--- src/rtl/mem_io_stage_pkg.sv ---
// Shared definitions for the memory stage: op encodings, FSM states, SP reset value.
package mem_io_stage_pkg;

  typedef enum logic [3:0] {
    MEM_NOP   = 4'd0,
    MEM_LOAD  = 4'd1,
    MEM_STORE = 4'd2,
    MEM_PUSH  = 4'd3,
    MEM_POP   = 4'd4,
    MEM_CALL  = 4'd5,
    MEM_RET   = 4'd6,
    MEM_IN    = 4'd7,
    MEM_OUT   = 4'd8
  } mem_op_e;

  typedef enum logic {
    S_RUN    = 1'b0,
    S_SECOND = 1'b1
  } mem_state_e;

  localparam logic [19:0] SP_RESET_DEF = 20'hFFFFE;

  function automatic logic is_two_cycle(input logic [3:0] op);
    return (op == MEM_CALL) || (op == MEM_RET);
  endfunction

endpackage

--- src/rtl/mem_io_stage_sp.sv ---
// Stack pointer register; exposes SP and SP+1 so pops can address the top of stack directly.
module sp_unit #(
  parameter int              ADDR_W   = 20,
  parameter logic [ADDR_W-1:0] SP_RESET = '1
) (
  input  logic              clk,
  input  logic              reset,
  input  logic              i_inc,
  input  logic              i_dec,
  output logic [ADDR_W-1:0] o_sp,
  output logic [ADDR_W-1:0] o_sp_p1,
  output logic [ADDR_W-1:0] o_sp_next
);

  logic [ADDR_W-1:0] r_sp;
  logic [ADDR_W-1:0] w_sp_m1;

  // Modulo-2^ADDR_W arithmetic: wraps naturally at 0 and all-ones.
  assign o_sp_p1 = r_sp + 1'b1;
  assign w_sp_m1 = r_sp - 1'b1;
  assign o_sp    = r_sp;

  always_comb begin
    o_sp_next = r_sp;
    if (i_inc)      o_sp_next = o_sp_p1;
    else if (i_dec) o_sp_next = w_sp_m1;
  end

  always_ff @(posedge clk) begin
    if (!reset) r_sp <= SP_RESET;
    else        r_sp <= o_sp_next;
  end

endmodule

--- src/rtl/mem_io_stage.sv ---
// MEM stage: data-memory/stack access, I/O port control, CALL/RET two-cycle sequencing, MEM/WB latch.
module mem_io_stage
  import mem_io_stage_pkg::*;
#(
  parameter int                ADDR_W   = 20,
  parameter logic [ADDR_W-1:0] SP_RESET = ADDR_W'(SP_RESET_DEF)
) (
  input  logic              clk,
  input  logic              reset,
  input  logic              ex_valid,
  input  logic [3:0]        ex_op,
  input  logic [15:0]       ex_result,
  input  logic [15:0]       ex_sdata,
  input  logic [31:0]       ex_pc,
  input  logic [2:0]        ex_rdst,
  input  logic              ex_wb_en,
  input  logic              flush,
  output logic              stall_o,
  output logic [ADDR_W-1:0] mem_addr,
  output logic [15:0]       mem_wdata,
  output logic              mem_we,
  input  logic [15:0]       mem_rdata,
  output logic              IOE,
  output logic              IOR,
  output logic              IOW,
  output logic [15:0]       io_result,
  input  logic [15:0]       io_in,
  output logic              wb_valid,
  output logic              wb_en,
  output logic [15:0]       wb_data,
  output logic [2:0]        wb_rdst,
  output logic [31:0]       wb_pc,
  output logic              wb_pc_load
);

  mem_state_e        r_state;
  logic [15:0]       r_pc_lo;
  logic              r_wb_valid;
  logic              r_wb_en;
  logic [15:0]       r_wb_data;
  logic [2:0]        r_wb_rdst;
  logic [31:0]       r_wb_pc;
  logic              r_wb_pc_load;

  logic              w_second;
  logic              w_live;
  logic              w_two;
  logic              w_sp_inc;
  logic              w_sp_dec;
  logic              w_wb_vld;
  logic [15:0]       w_wb_data;
  logic [ADDR_W-1:0] w_sp;
  logic [ADDR_W-1:0] w_sp_p1;
  logic [ADDR_W-1:0] w_sp_next;

  assign w_second = (r_state == S_SECOND);
  // Reset gates liveness so an abandoned CALL second half never strobes memory.
  assign w_live   = reset & (w_second | (ex_valid & ~flush));
  assign w_two    = is_two_cycle(ex_op);
  assign stall_o  = w_live & ~w_second & w_two;

  assign w_sp_inc = w_live & ((ex_op == MEM_POP)  | (ex_op == MEM_RET));
  assign w_sp_dec = w_live & ((ex_op == MEM_PUSH) | (ex_op == MEM_CALL));

  sp_unit #(
    .ADDR_W   (ADDR_W),
    .SP_RESET (SP_RESET)
  ) u_sp (
    .clk       (clk),
    .reset     (reset),
    .i_inc     (w_sp_inc),
    .i_dec     (w_sp_dec),
    .o_sp      (w_sp),
    .o_sp_p1   (w_sp_p1),
    .o_sp_next (w_sp_next)
  );

  always_comb begin
    mem_addr  = ADDR_W'(ex_result);
    mem_wdata = ex_sdata;
    mem_we    = 1'b0;
    IOE       = 1'b0;
    IOR       = 1'b0;
    IOW       = 1'b0;
    case (ex_op)
      MEM_LOAD:  mem_addr = ADDR_W'(ex_result);
      MEM_STORE: begin
        mem_addr = ADDR_W'(ex_result);
        mem_we   = w_live;
      end
      MEM_PUSH: begin
        mem_addr = w_sp;
        mem_we   = w_live;
      end
      MEM_POP:   mem_addr = w_sp_p1;
      MEM_CALL: begin
        mem_addr  = w_sp;
        mem_wdata = w_second ? ex_pc[15:0] : ex_pc[31:16];
        mem_we    = w_live;
      end
      MEM_RET:   mem_addr = w_sp_p1;
      MEM_IN: begin
        IOE = w_live;
        IOR = w_live;
      end
      MEM_OUT: begin
        IOE = w_live;
        IOW = w_live;
      end
      default: ;
    endcase
  end

  assign io_result = ex_result;

  // The stalled first half of CALL/RET produces no writeback; only its exit does.
  assign w_wb_vld = w_second | (w_live & ~w_two);

  always_comb begin
    w_wb_data = ex_result;
    case (ex_op)
      MEM_LOAD, MEM_POP: w_wb_data = mem_rdata;
      MEM_IN:            w_wb_data = io_in;
      default:           w_wb_data = ex_result;
    endcase
  end

  always_ff @(posedge clk) begin
    if (!reset) begin
      r_state      <= S_RUN;
      r_pc_lo      <= '0;
      r_wb_valid   <= 1'b0;
      r_wb_en      <= 1'b0;
      r_wb_data    <= '0;
      r_wb_rdst    <= '0;
      r_wb_pc      <= '0;
      r_wb_pc_load <= 1'b0;
    end else begin
      case (r_state)
        S_RUN:    if (stall_o) r_state <= S_SECOND;
        S_SECOND: r_state <= S_RUN;
        default:  r_state <= S_RUN;
      endcase
      if (stall_o && (ex_op == MEM_RET)) r_pc_lo <= mem_rdata;
      r_wb_valid   <= w_wb_vld;
      r_wb_en      <= ex_wb_en & w_wb_vld;
      r_wb_pc_load <= w_second & (ex_op == MEM_RET);
      if (w_second && (ex_op == MEM_RET)) r_wb_pc <= {mem_rdata, r_pc_lo};
      if (w_wb_vld) begin
        r_wb_data <= w_wb_data;
        r_wb_rdst <= ex_rdst;
      end
    end
  end

  assign wb_valid   = r_wb_valid;
  assign wb_en      = r_wb_en;
  assign wb_data    = r_wb_data;
  assign wb_rdst    = r_wb_rdst;
  assign wb_pc      = r_wb_pc;
  assign wb_pc_load = r_wb_pc_load;

endmodule

--- config.mk ---
export PLATFORM = sky130hd
export DESIGN_NAME = mem_io_stage
export DESIGN_NICKNAME = d
export VERILOG_FILES = /design/src/rtl/mem_io_stage_pkg.sv /design/src/rtl/mem_io_stage_sp.sv /design/src/rtl/mem_io_stage.sv
export SDC_FILE = /design/constraint.sdc
export NUM_CORES = 1
export LEC_CHECK = 0
export ABC_AREA = 0
export CAP_MARGIN = 20
export CORE_MARGIN = 1.5
export CORE_UTILIZATION = 43
export DETAILED_ROUTE_END_ITERATION = 16
export GPL_TIMING_DRIVEN = 0
export PLACE_DENSITY = 0.92
export SYNTH_ARGS = -nofsm -noshare
export SYNTH_HDL_FRONTEND = slang
export SYNTH_SLANG_ARGS = --single-unit
--- constraint.sdc ---
create_clock -name clk -period 2.9 [get_ports clk]
set_input_delay 0.29 -clock clk [delete_from_list [all_inputs] [get_ports clk]]
set_output_delay 0.29 -clock clk [all_outputs]
set_load 0.005 [all_outputs]
-- After elaboration in Yosys (flattened, before gate mapping)
Cells that the tools add are included.
- register bits: 91
- input port bits: 108
- output and inout bits: 111
- logic and storage cells: 56
- add/sub/neg operators: 2
- equality and inequality tests: 8
- multiplexer cells: 12
- bitwise logic cells: 16
- reduce and logical (&&, ||, !) cells: 9
- operator list (cell ; count):
    20-bit two-way mux ; 2
    20-bit one-hot mux with 2 select lines ; 1
    16-bit two-way mux ; 2
    16-bit one-hot mux with 2 select lines ; 1
    20-bit by 1-bit adder with 20-bit output (second input constant) ; 1
    20-bit by 1-bit subtractor with 20-bit output (second input constant) ; 1
    4-bit by 3-bit == test with 1-bit output (second input constant) ; 4
    1-bit bitwise AND ; 9
    4-bit by 2-bit == test with 1-bit output (second input constant) ; 2
    2-bit OR reduction ; 4
    1-bit two-way mux ; 5
    4-bit by 1-bit == test with 1-bit output (second input constant) ; 1
    4-bit == test (second input constant) ; 1
    1-bit OR ; 4
    1-bit inverter ; 3
    3-bit OR reduction ; 1
    1-bit logical AND ; 2
    1-bit one-hot mux with 2 select lines ; 1
    2-bit nonzero test ; 1
    1-bit logical OR ; 1

-- Logic depth before layout (Yosys ltp)
Gate-level depths: netlist (run 1).
- word-level depth: 8
- gate-level depth with buffers: 9
- depth with buffers taken out: 7

-- Modules after synthesis
From an unflattened synthesis (run 1), not the netlist that was laid out.
- cell total of the unflattened synthesis: 668
- area, all modules: 5366.4 um2
- by module, submodules not included (module ; instances ; cells an instance ; area an instance (um2) ; sequential area each (um2)):
    mem_io_stage ; 1 ; 470 ; 3791.1 ; 1421.4
    sp_unit ; 1 ; 198 ; 1575.3 ; 400.4

-- Worst setup path before layout (run 1)
No wires, ideal clock.
- kind: register to register
- start point: reg u_sp.r_sp[0] (netlist: u_sp.o_sp[0])
- end point: reg u_sp.r_sp[18] (netlist: u_sp.o_sp[18])
- setup time: 144 ps
- arrival: 1891 ps
- required time: 2756 ps
- path slack: 864 ps
- cell stages (with the launch flop): 9
- path buffers: 1
- period minus slack after synthesis: 2036 ps
- cell sequence: dfxtp_1 clkbuf_1 inv_1 ha_1 nor2b_1 nand2_2 or4_4 a2111oi_4 a211oi_1
- longest elaborated chain between the ends: 3
- elaborated cells on any way between the ends: 4
- classes of those cells: 2 x add/sub; 2 x mux
- ends and longest elaborated chain (what ; RTL line ; text):
    start: declaration ; mem_io_stage_sp.sv:15 ; logic [ADDR_W-1:0] r_sp;
    start signal: assignment ; mem_io_stage_sp.sv:31 ; else r_sp <= o_sp_next;
    20-bit by 1-bit subtractor with 20-bit output ; mem_io_stage_sp.sv:20 ; assign w_sp_m1 = r_sp - 1'b1;
    20-bit two-way mux ; mem_io_stage_sp.sv:26 ; else if (i_dec) o_sp_next = w_sp_m1;
    20-bit two-way mux (*) ; mem_io_stage_sp.sv:25 ; if (i_inc) o_sp_next = o_sp_p1;
Every way passes the cells marked *; elsewhere a longest branch is shown, timed or not. The select of a mux whose other input is x is not followed.
A chain may end at the register's enable or synchronous reset.

-- Worst setup path after layout (run 1)
- start point: reg u_sp.r_sp[4] (netlist: u_sp.o_sp[4])
- end point: out mem_addr[15]
- longest elaborated chain between the ends: 2
- ends and longest elaborated chain (what ; RTL line ; text):
    20-bit by 1-bit adder with 20-bit output ; mem_io_stage_sp.sv:19 ; assign o_sp_p1 = r_sp + 1'b1;
    20-bit one-hot mux with 2 select lines ; mem_io_stage.sv:85 ; case (ex_op)
    end: declaration ; mem_io_stage.sv:19 ; output logic [ADDR_W-1:0] mem_addr,
Every way passes these cells.

==> results of run 1 <==
-- worst paths after layout --
path | from | end | slack (ps) | cells past startpoint
setup / recovery | u_sp.o_sp[4]$_SDFFE_PN1P_ | mem_addr[15] | 70 | 9
hold / removal | ex_op[0] | r_state$_SDFF_PP0_ | 380 | 4
setup reg to reg | r_state$_SDFF_PP0_ | u_sp.o_sp[13]$_SDFFE_PN1P_ | 520 | 5
hold reg to reg | r_pc_lo[11]$_SDFFE_PN0P_ | wb_pc[11]$_SDFFE_PN0P_ | 450 | 2
-- Yosys cell counts, types with 14 or more instances --
master and number:
a21oi_1 62, a22oi_1 18, a31oi_1 21, buf_2 18, buf_4 18, clkbuf_1 35, dfxtp_1 91, mux2i_1 39
nand2_1 105, nor2_1 58, nor3_1 14, o21ai_0 48
-- power groups by stage --
stage	Combinational, mW	Clock, mW	Sequential [mW]
final	0.756	1.21	1.31
after global routing	0.807	1.28	1.31
after CTS	0.724	1.22	1.31
after detailed placement	0.708	0	1.33
after global placement	0.698	0	1.33
after floorplan	0.304	0	1.33
-- stage by stage --
step,hold slack [ps],setup WS [ps]
global placement,440.5,-467.0
finish,380.4,66.89
CTS,365.8,3.472
floorplan,426.0,864.2
global route,391.0,-1.647
detailed placement,448.6,-591.1
-- sequential cells by signal (all words and copies together), names as in the netlist --
name,flops
r_pc_lo,16
r_state,1
u_sp.o_sp,20
wb_data,16
wb_en,1
wb_pc,32
wb_pc_load,1
wb_rdst,3
wb_valid,1
-- layout make-up --
type                       count  area, µm²  area share, %
multi-input combinational    500       3030          37.89
sequential                    91       1833          22.92
clock inverter                 6      71.32         0.8917
buffer                        73      407.9          5.100
tap                          147      183.9          2.300
inverter                      10      37.54         0.4693
clock buffer                  10      229.0          2.863
timing repair buffer         222       2205          27.57
-- layout by cell type (no fill, tap or decap), drive strengths merged, types with 4 or more instances in the layout --
| master | n |
|---|---|
| clkbuf | 42 |
| nor2b | 4 |
| nor2 | 59 |
| a31oi | 21 |
| a211oi | 5 |
| a211o | 4 |
| and3 | 9 |
| nand2 | 106 |
| or4 | 5 |
| nand2b | 4 |
| buf | 50 |
| a221o | 7 |
| nand3 | 9 |
| dfxtp | 91 |
| nand4 | 9 |
| inv | 13 |
| a22oi | 18 |
| o211ai | 4 |
| o21ai | 52 |
| nor4 | 8 |
| o21a | 6 |
| nor3 | 15 |
| a21oi | 62 |
| mux2i | 39 |
| clkdlybuf4s50 | 210 |
| or3 | 4 |
-- cells by family after synthesis --
| kind of cell | after synthesis | synth area share, % |
|---|---|---|
| DFF | 91 | 34.92 |
| muxes | 40 | 7.698 |
| adders and majority gates | 2 | 0.4795 |
| AOI/OAI and AO/OA | 207 | 25.71 |
| and+or+nand+nor | 247 | 22.47 |
| xor gates and xnor gates | 4 | 0.6716 |
| buffers and inverters | 86 | 8.057 |
-- tightest hold or removal path, delay by kind of cell --
family        cells  cell delay (ps)
buf+inv           1              160
simple gates      2              150
xor+xnor          1               80
-- repair_timing --
item	CTS	global route
gates resized for setup	23	26
setup endpoints to repair	34	30
setup buffers	2	6
pin swaps	1	4
cloned	0	0
-- per-layer routing --
| metal | track usage (%) | wire, µm | part of all wire (%) |
|---|---|---|---|
| met5 | 0 | 0 | 0 |
| met4 | 13.83 | 998 | 5.1 |
| met1 | 35.36 | 7445 | 38 |
| met2 | 51.96 | 9562 | 49 |
| met3 | 6.267 | 1695 | 8.6 |
==> qor.yml, run 1 <==
placement:
  placedCellCount: 1038
  place.port_buffers: 214
  place_congestion: 0.9568
  placed_cell_area_um2: 7543
  dp_hpwl_mm: 14.96
logic_synthesis:
  async_reset_ff_share_pct: 0
  yosysSeqAreaShare_pct: 34.92
  yosysWarnings: 0
  synth_cell_type_count: 68
  synth_top_cell_by_area: "dfxtp_1"
  synth_edf_count: 0
  synth_area_leaders: "dfxtp_1 (35%), nand2_1 (7.6%), mux2i_1 (7.5%), a21oi_1 (5.9%), o21ai_0 (4.6%)"
  synth_flop_cell: "dfxtp_1"
  synthCells: 677
  syn_area_per_cell_um2: 7.707
  syn_area_um2: 5218
  ys_ff_latch: 91
  syn-num-nets: 787
  yosysTopAreaCellShare_pct: 34.92
worst_setup_path:
  cp_top_family: "buffers and inverters"
  worst_ep_required_time_ps: 2610
  end_kind: "output port"
  cp_max_fo: 7
  worst-endpoint-arrival_ps: 2540
  worst-path-buf-inv: 4
  path_class: "reg -> out"
  cpMaxStageDelayCell: "clkdlybuf4s50_1"
  slowest_delay_ps: 440
  path_common_cell: "buf_6"
  startpoint_type: "register"
  cp_cell_sequence: "buf_6, and4_4, buf_4, nand4_1, buf_6, o21ai_1, a21oi_1, a221o_1, clkdlybuf4s50_1"
route:
  drt_drc_violations_left: 0
  routed_wl_mm: 19.70
  ant_nets: 0
  vias: 6215
  first_iter_violations: 524
  first_pass_iters: 6
  wl_per_cell_um: 18.60
  vias_per_cell: 5.869
timing:
  slew_headroom_pct: 27.14
  fin_crit_ps: 2833
  worst_slew_pin_slew_ps: 1093
  fin_skew_ps: 8.076
  fin_crit_sh_pct: 97.69
  setup_viol: 0
  setup_tns_ps: 0
  hold_violations: 0
  fmax_ghz: 0.3530
  drv_slew: 0
die:
  die_width_um: 113.2
  initial_core_util_pct: 43.80
  core_um2: 11910
  dieArea_um2: 12800
  row_count: 40
  die_h_um: 113.2
  io_pins: 219
grt:
  grt_max_degree: 20
  grt_overflow: 0
  grtUsageTotal_pct: 29.90
  antenna_found_initial: 0
  grt_pass1_vias: 5896
  grt_pass1_wl_mm: 30.18
cells_and_area:
  diodes: 0
  fillCellCount: 989
  drive_above_1_share_pct: 10.75
  final_area_um2: 7998
  fin_cells: 1059
  syn_to_final_growth_pct: 53.29
  nNetsFinal: 1017
  utilization_pct: 67.14
cts:
  clock_sinks: 91
  cts_buffers: 9
  clockBufferDepth: 2
  path_clk_slew_ps: 60
  htreeDepth: 3
  cts_hold_buf: 0
  cts_root_buf: "clkbuf_16"
  cts_tree: "done"
  clock_latency_ps: 350
run:
  maxCapViolations: 0
worst_hold_path:
  hold_path_class: "in -> reg"
power_and_ir_drop:
  ir_worst_vdd_mv: 0.2558
  internal-power_mw: 2.377
  switching_power_mw: 0.9009
  power_density_nw_per_um2: 409.8
  power_leakage_nw: 3.106
  p_sw_share_pct: 27.49
  total_power_mw: 3.278
  clkPwrFrac_pct: 37.0
  p_seq_share_pct: 39.9
  power_frac_comb_pct: 23.1
outcome:
  status: "finished clean"
(Power assumes the default switching activity.)
==> inputs of run 2 (changes only) <==
--- a/config.mk
+++ b/config.mk
@@ -6,11 +6,13 @@
 export NUM_CORES = 1
 export LEC_CHECK = 0
 export ABC_AREA = 0
+export ABC_CLOCK_PERIOD_IN_PS = 2900
 export CAP_MARGIN = 20
 export CORE_MARGIN = 1.5
 export CORE_UTILIZATION = 43
 export DETAILED_ROUTE_END_ITERATION = 16
 export GPL_TIMING_DRIVEN = 0
+export HOLD_SLACK_MARGIN = 0.03
 export PLACE_DENSITY = 0.92
 export SYNTH_ARGS = -nofsm -noshare
 export SYNTH_HDL_FRONTEND = slang
==> results of run 2 <==
Final layout, timing and power as in run 1 (identical DEF).
==> inputs of run 3 (changes only) <==
--- a/config.mk
+++ b/config.mk
@@ -12,7 +12,7 @@
 export CORE_UTILIZATION = 43
 export DETAILED_ROUTE_END_ITERATION = 16
 export GPL_TIMING_DRIVEN = 0
-export HOLD_SLACK_MARGIN = 0.03
+export HOLD_SLACK_MARGIN = 0.08
 export PLACE_DENSITY = 0.92
 export SYNTH_ARGS = -nofsm -noshare
 export SYNTH_HDL_FRONTEND = slang
==> results of run 3 <==
Final layout, timing and power as in run 1 (identical DEF).
